===== src/rtl/uart_rx_frame_ctrl_if.sv =====
// Signal bundle between the UART RX frame controller, its majority sampler and
// the byte consumer. The slave modport is the frame controller's view.
interface uart_rx_frame_ctrl_if #(
    parameter int DATA_W = 8
) ();
    logic              RX_IN;
    logic [4:0]        Prescale;
    logic              PAR_EN;
    logic              PAR_TYP;
    logic              sampled_bit;
    logic [4:0]        edge_counter;
    logic              data_sample_enable;
    logic [DATA_W-1:0] P_DATA;
    logic              data_valid;
    logic              parity_error;
    logic              stop_error;

    modport slave (
        input  RX_IN,
        input  Prescale,
        input  PAR_EN,
        input  PAR_TYP,
        input  sampled_bit,
        output edge_counter,
        output data_sample_enable,
        output P_DATA,
        output data_valid,
        output parity_error,
        output stop_error
    );

    modport master (
        output RX_IN,
        output Prescale,
        output PAR_EN,
        output PAR_TYP,
        output sampled_bit,
        input  edge_counter,
        input  data_sample_enable,
        input  P_DATA,
        input  data_valid,
        input  parity_error,
        input  stop_error
    );
endinterface


===== src/rtl/uart_rx_frame_ctrl.sv =====
// UART RX frame controller: start detection, per-bit edge counter for the
// majority sampler, LSB-first deserialisation, optional parity and stop check.
module uart_rx_frame_ctrl #(
    parameter int DATA_W = 8
) (
    input  logic               clk,
    input  logic               rst,
    uart_rx_frame_ctrl_if.slave bus
);

    typedef enum logic [2:0] {
        IDLE,
        START,
        DATA,
        PARITY,
        STOP
    } state_t;

    state_t            r_state;
    logic [4:0]        r_edge_cnt;
    logic [3:0]        r_bit_cnt;
    logic [DATA_W-1:0] r_shift;
    logic [DATA_W-1:0] r_p_data;
    logic              r_par_bad;
    logic              r_data_valid;
    logic              r_parity_error;
    logic              r_stop_error;

    logic [5:0]        w_prescale_full;
    logic [4:0]        w_cp;
    logic [4:0]        w_last_edge;
    logic              w_at_cp;
    logic              w_wrap;
    logic              w_supported;
    logic              w_exp_parity;

    // The 5-bit Prescale port cannot hold 32, so the encoding 0 stands for 32.
    // Prescale-1 then naturally wraps to 31 in 5-bit arithmetic.
    assign w_prescale_full = (bus.Prescale == 5'd0) ? 6'd32 : {1'b0, bus.Prescale};
    assign w_cp            = w_prescale_full[5:1] + 5'd3;
    assign w_last_edge     = bus.Prescale - 5'd1;
    assign w_at_cp         = (r_edge_cnt == w_cp);
    assign w_wrap          = (r_edge_cnt == w_last_edge);
    assign w_supported     = (bus.Prescale == 5'd8) || (bus.Prescale == 5'd16) ||
                             (bus.Prescale == 5'd0);
    assign w_exp_parity    = (^r_shift) ^ bus.PAR_TYP;

    always_ff @(posedge clk or negedge rst) begin
        if (!rst) begin
            r_state        <= IDLE;
            r_edge_cnt     <= 5'd0;
            r_bit_cnt      <= 4'd0;
            r_shift        <= '0;
            r_p_data       <= '0;
            r_par_bad      <= 1'b0;
            r_data_valid   <= 1'b0;
            r_parity_error <= 1'b0;
            r_stop_error   <= 1'b0;
        end else begin
            r_data_valid <= 1'b0;

            // Free-running bit timing outside IDLE; state arms below override it.
            if (r_state != IDLE) begin
                if (w_wrap) begin
                    r_edge_cnt <= 5'd0;
                    r_bit_cnt  <= r_bit_cnt + 4'd1;
                end else begin
                    r_edge_cnt <= r_edge_cnt + 5'd1;
                end
            end

            case (r_state)
                IDLE: begin
                    r_edge_cnt <= 5'd0;
                    if (!bus.RX_IN && w_supported) begin
                        r_state        <= START;
                        r_par_bad      <= 1'b0;
                        r_parity_error <= 1'b0;
                        r_stop_error   <= 1'b0;
                    end
                end

                START: begin
                    if (w_at_cp && bus.sampled_bit) begin
                        r_state    <= IDLE;
                        r_edge_cnt <= 5'd0;
                    end else if (w_wrap) begin
                        r_state   <= DATA;
                        r_bit_cnt <= 4'd0;
                    end
                end

                DATA: begin
                    if (w_at_cp) begin
                        r_shift <= {bus.sampled_bit, r_shift[DATA_W-1:1]};
                    end
                    if (w_wrap && (r_bit_cnt == 4'(DATA_W - 1))) begin
                        r_state <= bus.PAR_EN ? PARITY : STOP;
                    end
                end

                PARITY: begin
                    if (w_at_cp) begin
                        r_par_bad <= (bus.sampled_bit != w_exp_parity);
                    end
                    if (w_wrap) begin
                        r_state <= STOP;
                    end
                end

                STOP: begin
                    // Leave at the consume point so a following start bit is not missed.
                    if (w_at_cp) begin
                        r_state    <= IDLE;
                        r_edge_cnt <= 5'd0;
                        if (!bus.sampled_bit) begin
                            r_stop_error <= 1'b1;
                        end else if (r_par_bad) begin
                            r_parity_error <= 1'b1;
                        end else begin
                            r_p_data     <= r_shift;
                            r_data_valid <= 1'b1;
                        end
                    end
                end

                default: begin
                    r_state    <= IDLE;
                    r_edge_cnt <= 5'd0;
                end
            endcase
        end
    end

    assign bus.edge_counter       = r_edge_cnt;
    assign bus.data_sample_enable = (r_state != IDLE);
    assign bus.P_DATA             = r_p_data;
    assign bus.data_valid         = r_data_valid;
    assign bus.parity_error       = r_parity_error;
    assign bus.stop_error         = r_stop_error;

endmodule


===== src/flat_wrapper.sv =====
// flat-port wrapper written by rule: the top's interface ports become plain ports
module uart_rx_frame_ctrl_flat 
#(
    parameter int DATA_W = 8
)
  (clk, rst, bus_RX_IN, bus_Prescale, bus_PAR_EN, bus_PAR_TYP, bus_sampled_bit, bus_edge_counter, bus_data_sample_enable, bus_P_DATA, bus_data_valid, bus_parity_error, bus_stop_error);
  uart_rx_frame_ctrl_if #(.DATA_W(DATA_W)) bus_i ();
  input  logic clk;
  input  logic rst;
  input wire logic [$bits(bus_i.RX_IN)-1:0] bus_RX_IN;
  input wire logic [$bits(bus_i.Prescale)-1:0] bus_Prescale;
  input wire logic [$bits(bus_i.PAR_EN)-1:0] bus_PAR_EN;
  input wire logic [$bits(bus_i.PAR_TYP)-1:0] bus_PAR_TYP;
  input wire logic [$bits(bus_i.sampled_bit)-1:0] bus_sampled_bit;
  output wire logic [$bits(bus_i.edge_counter)-1:0] bus_edge_counter;
  output wire logic [$bits(bus_i.data_sample_enable)-1:0] bus_data_sample_enable;
  output wire logic [$bits(bus_i.P_DATA)-1:0] bus_P_DATA;
  output wire logic [$bits(bus_i.data_valid)-1:0] bus_data_valid;
  output wire logic [$bits(bus_i.parity_error)-1:0] bus_parity_error;
  output wire logic [$bits(bus_i.stop_error)-1:0] bus_stop_error;
  assign bus_i.RX_IN = bus_RX_IN;
  assign bus_i.Prescale = bus_Prescale;
  assign bus_i.PAR_EN = bus_PAR_EN;
  assign bus_i.PAR_TYP = bus_PAR_TYP;
  assign bus_i.sampled_bit = bus_sampled_bit;
  assign bus_edge_counter = bus_i.edge_counter;
  assign bus_data_sample_enable = bus_i.data_sample_enable;
  assign bus_P_DATA = bus_i.P_DATA;
  assign bus_data_valid = bus_i.data_valid;
  assign bus_parity_error = bus_i.parity_error;
  assign bus_stop_error = bus_i.stop_error;
  uart_rx_frame_ctrl #(.DATA_W(DATA_W)) u_core (.clk(clk), .rst(rst), .bus(bus_i));
endmodule

===== config.mk =====
export PLATFORM = sky130hd
export DESIGN_NAME = uart_rx_frame_ctrl_flat
export DESIGN_NICKNAME = d
export VERILOG_FILES = /design/src/rtl/uart_rx_frame_ctrl_if.sv /design/src/rtl/uart_rx_frame_ctrl.sv /design/src/flat_wrapper.sv
export SDC_FILE = /design/constraint.sdc
export NUM_CORES = 1
export LEC_CHECK = 0
export CORE_UTILIZATION = 45
export CTS_BUF_LIST = sky130_fd_sc_hd__clkbuf_4
export DETAILED_ROUTE_END_ITERATION = 8
export PLACE_DENSITY = 0.77
export SYNTH_ARGS = -nofsm -noshare
export SYNTH_HDL_FRONTEND = slang
export SYNTH_SLANG_ARGS = --single-unit

===== constraint.sdc =====
create_clock -name clk -period 5.6 [get_ports clk]
set_input_delay 0.56 -clock clk [delete_from_list [all_inputs] [get_ports clk]]
set_output_delay 0.56 -clock clk [all_outputs]
set_load 0.01 [all_outputs]

==> out/metrics.cfg <==
[placed_design]
dp_hpwl_mm = 2.58
dp_cells = 235
port_buffers = 27
dpl_worst_slack_ns = 2.18
gp_congestion = 0.804

[synth]
ys.flop_type = dfrtp_1
synth_seq_cells = 32
syn_area_um2 = 1800
synth_top_area_share = 0.444
ys_types = 39
ys_warn_count = 0
yosys.area.top_type = dfrtp_1
synth_edf_count = 0
synthMuxAreaShare = 0.122
synthXorXnorAreaFrac = 0.122
syn-num-nets = 180
ys_seq_area_frac = 0.444
synthAdderAreaFrac = 0.0347
synth_compound_area_frac = 0.103
synthTopCellsByArea = dfrtp_1, mux2_2, xnor2_1
synth_top_family_by_area = simple AND/OR/NAND/NOR gates
synth-async-reset-ratio = 1.00
netlist_instances = 164
synth.avg_cell_area_um2 = 11.0
yosys.area_share.simple = 0.143

[clock_network]
cts_resized = 0
clk-insertion-delay-late_ns = 0.31
cts_tree = done
post_cts_buffers = 0
cts_inserted_buffers = 5
htree_levels = 2
clkTransAtPathRegs_ns = 0.09
holdBufCountCts = 0
cts.sinks = 32
cts_buffer_depth = 2
cts-root-buf = clkbuf_4

[floorplan]
initial_utilization = 0.481
core_area_um2 = 3740
die_x_um = 65.3
pin_count = 28
die-area_um2 = 4260
die_y_um = 65.3
fp-row-count = 22

[sta]
hold_violations = 0
setup_tns_ns = 0
finalClockSkew_ns = 0.00237
worst_hold_slack_ns = 0.509
clock.fmax_mhz = 325
fin_ws_ns = 2.52
tightestPinTransition_ns = 1.18
rsz0062_at_grt = false
finalCritPeriodShare = 0.550
slew_violations = 0
min_period_ns = 3.08
setup_viol = 0
max_slew_margin = 0.205

[global_routing]
grt_pass1_vias = 1338
grt.overflow.total = 0
grt_pass1_wl_mm = 6.13
track_usage = 0.188
antenna_found_initial = 0
grt_max_degree = 33

[finish]
syn_to_final_growth_pct = 20.1
mostFrequentLayoutCell = dfrtp_1
final_layout_size_suffix_gt1_frac = 0.160
antennaDiodeCount = 0
nets = 210
final_cells = 242
fin_util = 0.578
final_cell_mix = dfrtp_1, clkdlybuf4s50_1, xnor2_1

[drt]
drc_errors = 0
num_vias = 1348
wl_met1_mm = 1.45
dr.first_iter.drc_count = 64
wirelength_mm = 3.41
first_pass_iters = 4
ant_nets = 0
wl_met2_mm = 1.83
post_drt_wl_per_cell_um = 14.1
viasPerCell = 5.57
top_layer_used = met4
route.met3.wl_um = 112

[setup_path]
path_max_fanout = 11
critPathKind = in -> reg
crit_path_start_kind = input pin
required_ns = 5.80
endpoint_kind = flip-flop
worstPathArrival_ns = 3.27

[power_and_ir_drop]
p_per_area_nw_per_um2 = 325
power.leakage_nw = 0.915
vdd_drop_max_v = 0.000154

[run_status]
status = completed

[hold_path]
min_path_type = reg -> reg

[run]
max_cap_viol_count = 0

==> synthesized netlist by cell type (2+ instances only) <==
library cell / n
nor3_1: 6
nand2b_1: 2
mux2i_1: 4
dfrtp_1: 32
nand4_1: 5
nand2_1: 5
nand3b_1: 2
xnor2_1: 18
inv_1: 8
nor2b_1: 2
o21ai_0: 11
nand3_1: 5
clkbuf_1: 4
a21oi_1: 4
nor2_1: 6
ha_1: 5
or3_1: 2
mux2_2: 16
xor2_1: 7
==> cell type report <==
cell class                      instances  area (µm²)
Fill cell                             348        1580
Clock inverter                          1        5.00
Sequential cell                        32         801
Multi-Input combinational cell        119         945
Clock buffer                            6        45.0
Tap cell                               48        60.1
Timing Repair Buffer                   28         278
Inverter                                8        30.0
==> logic make-up (layout without fill, tap and decap cells) <==
family	count (synthesis)	in the layout
AOI/OAI and AO/OA	27	27
xor gates and xnor gates	25	25
adders and majority gates	5	5
buffers and inverters	13	43
DFF	32	32
muxes	20	20
and+or+nand+nor	42	42
==> critical path, stage by stage <==
cell	delay [ns]
clkdlybuf4s50_1	0.50
inv_1	0.15
ha_1	0.23
a21boi_0	0.28
xnor2_1	0.15
nand3_1	0.15
nor3_1	0.92
and2_1	0.25
o21ai_0	0.09
==> final timing paths <==
kind                                       startpoint                   end  slack (ns)  depth (start not counted)
setup / recovery                      bus_Prescale[2]   u_core.r_bit_cnt[1]        2.52                          9
hold / removal                    u_core.r_bit_cnt[2]   u_core.r_bit_cnt[2]        0.51                          1
setup reg to reg           u_core.bus.edge_counter[3]   u_core.r_bit_cnt[1]        3.25                          6
hold reg to reg                   u_core.r_bit_cnt[2]   u_core.r_bit_cnt[2]        0.51                          1
max in group asynchronous                         rst  u_core.bus.P_DATA[5]        4.67                          2
min in group asynchronous                         rst   u_core.r_bit_cnt[0]        0.63                          2
==> where the power goes <==
part	internal, mW	switching [mW]	total, mW
registers	0.266	0.0523	0.319
logic	0.128	0.134	0.262
clock network	0.0511	0.0715	0.123
==> state kept, by name (all words and copies together), names as in the netlist <==
signal	count
u_core.bus.P_DATA	8
u_core.r_shift	8
u_core.bus.edge_counter	5
u_core.r_bit_cnt	4
u_core.r_state	3
u_core.bus.data_valid	1
u_core.bus.parity_error	1
u_core.bus.stop_error	1
u_core.r_par_bad	1
==> per-layer routing <==
metal / up-vias / global-route usage
met5: - / 0
met1: 677 / 0.230
met4: 0 / 0.0571
met3: 2 / 0.0486
met2: 25 / 0.322
li1: 644 / -
==> metrics by stage <==
| stage | total power [mW] | cell area [µm²] |
|---|---|---|
| 2_1_floorplan | 0.501 | 1800 |
| 3_3_place_gp | 0.572 | 2110 |
| 3_5_place_dp | 0.585 | 2110 |
| 4_1_cts | 0.710 | 2160 |
| 5_1_grt | 0.761 | 2160 |
| 6_report | 0.704 | 2160 |
No activity file was read; power rests on OpenSTA's default activity.
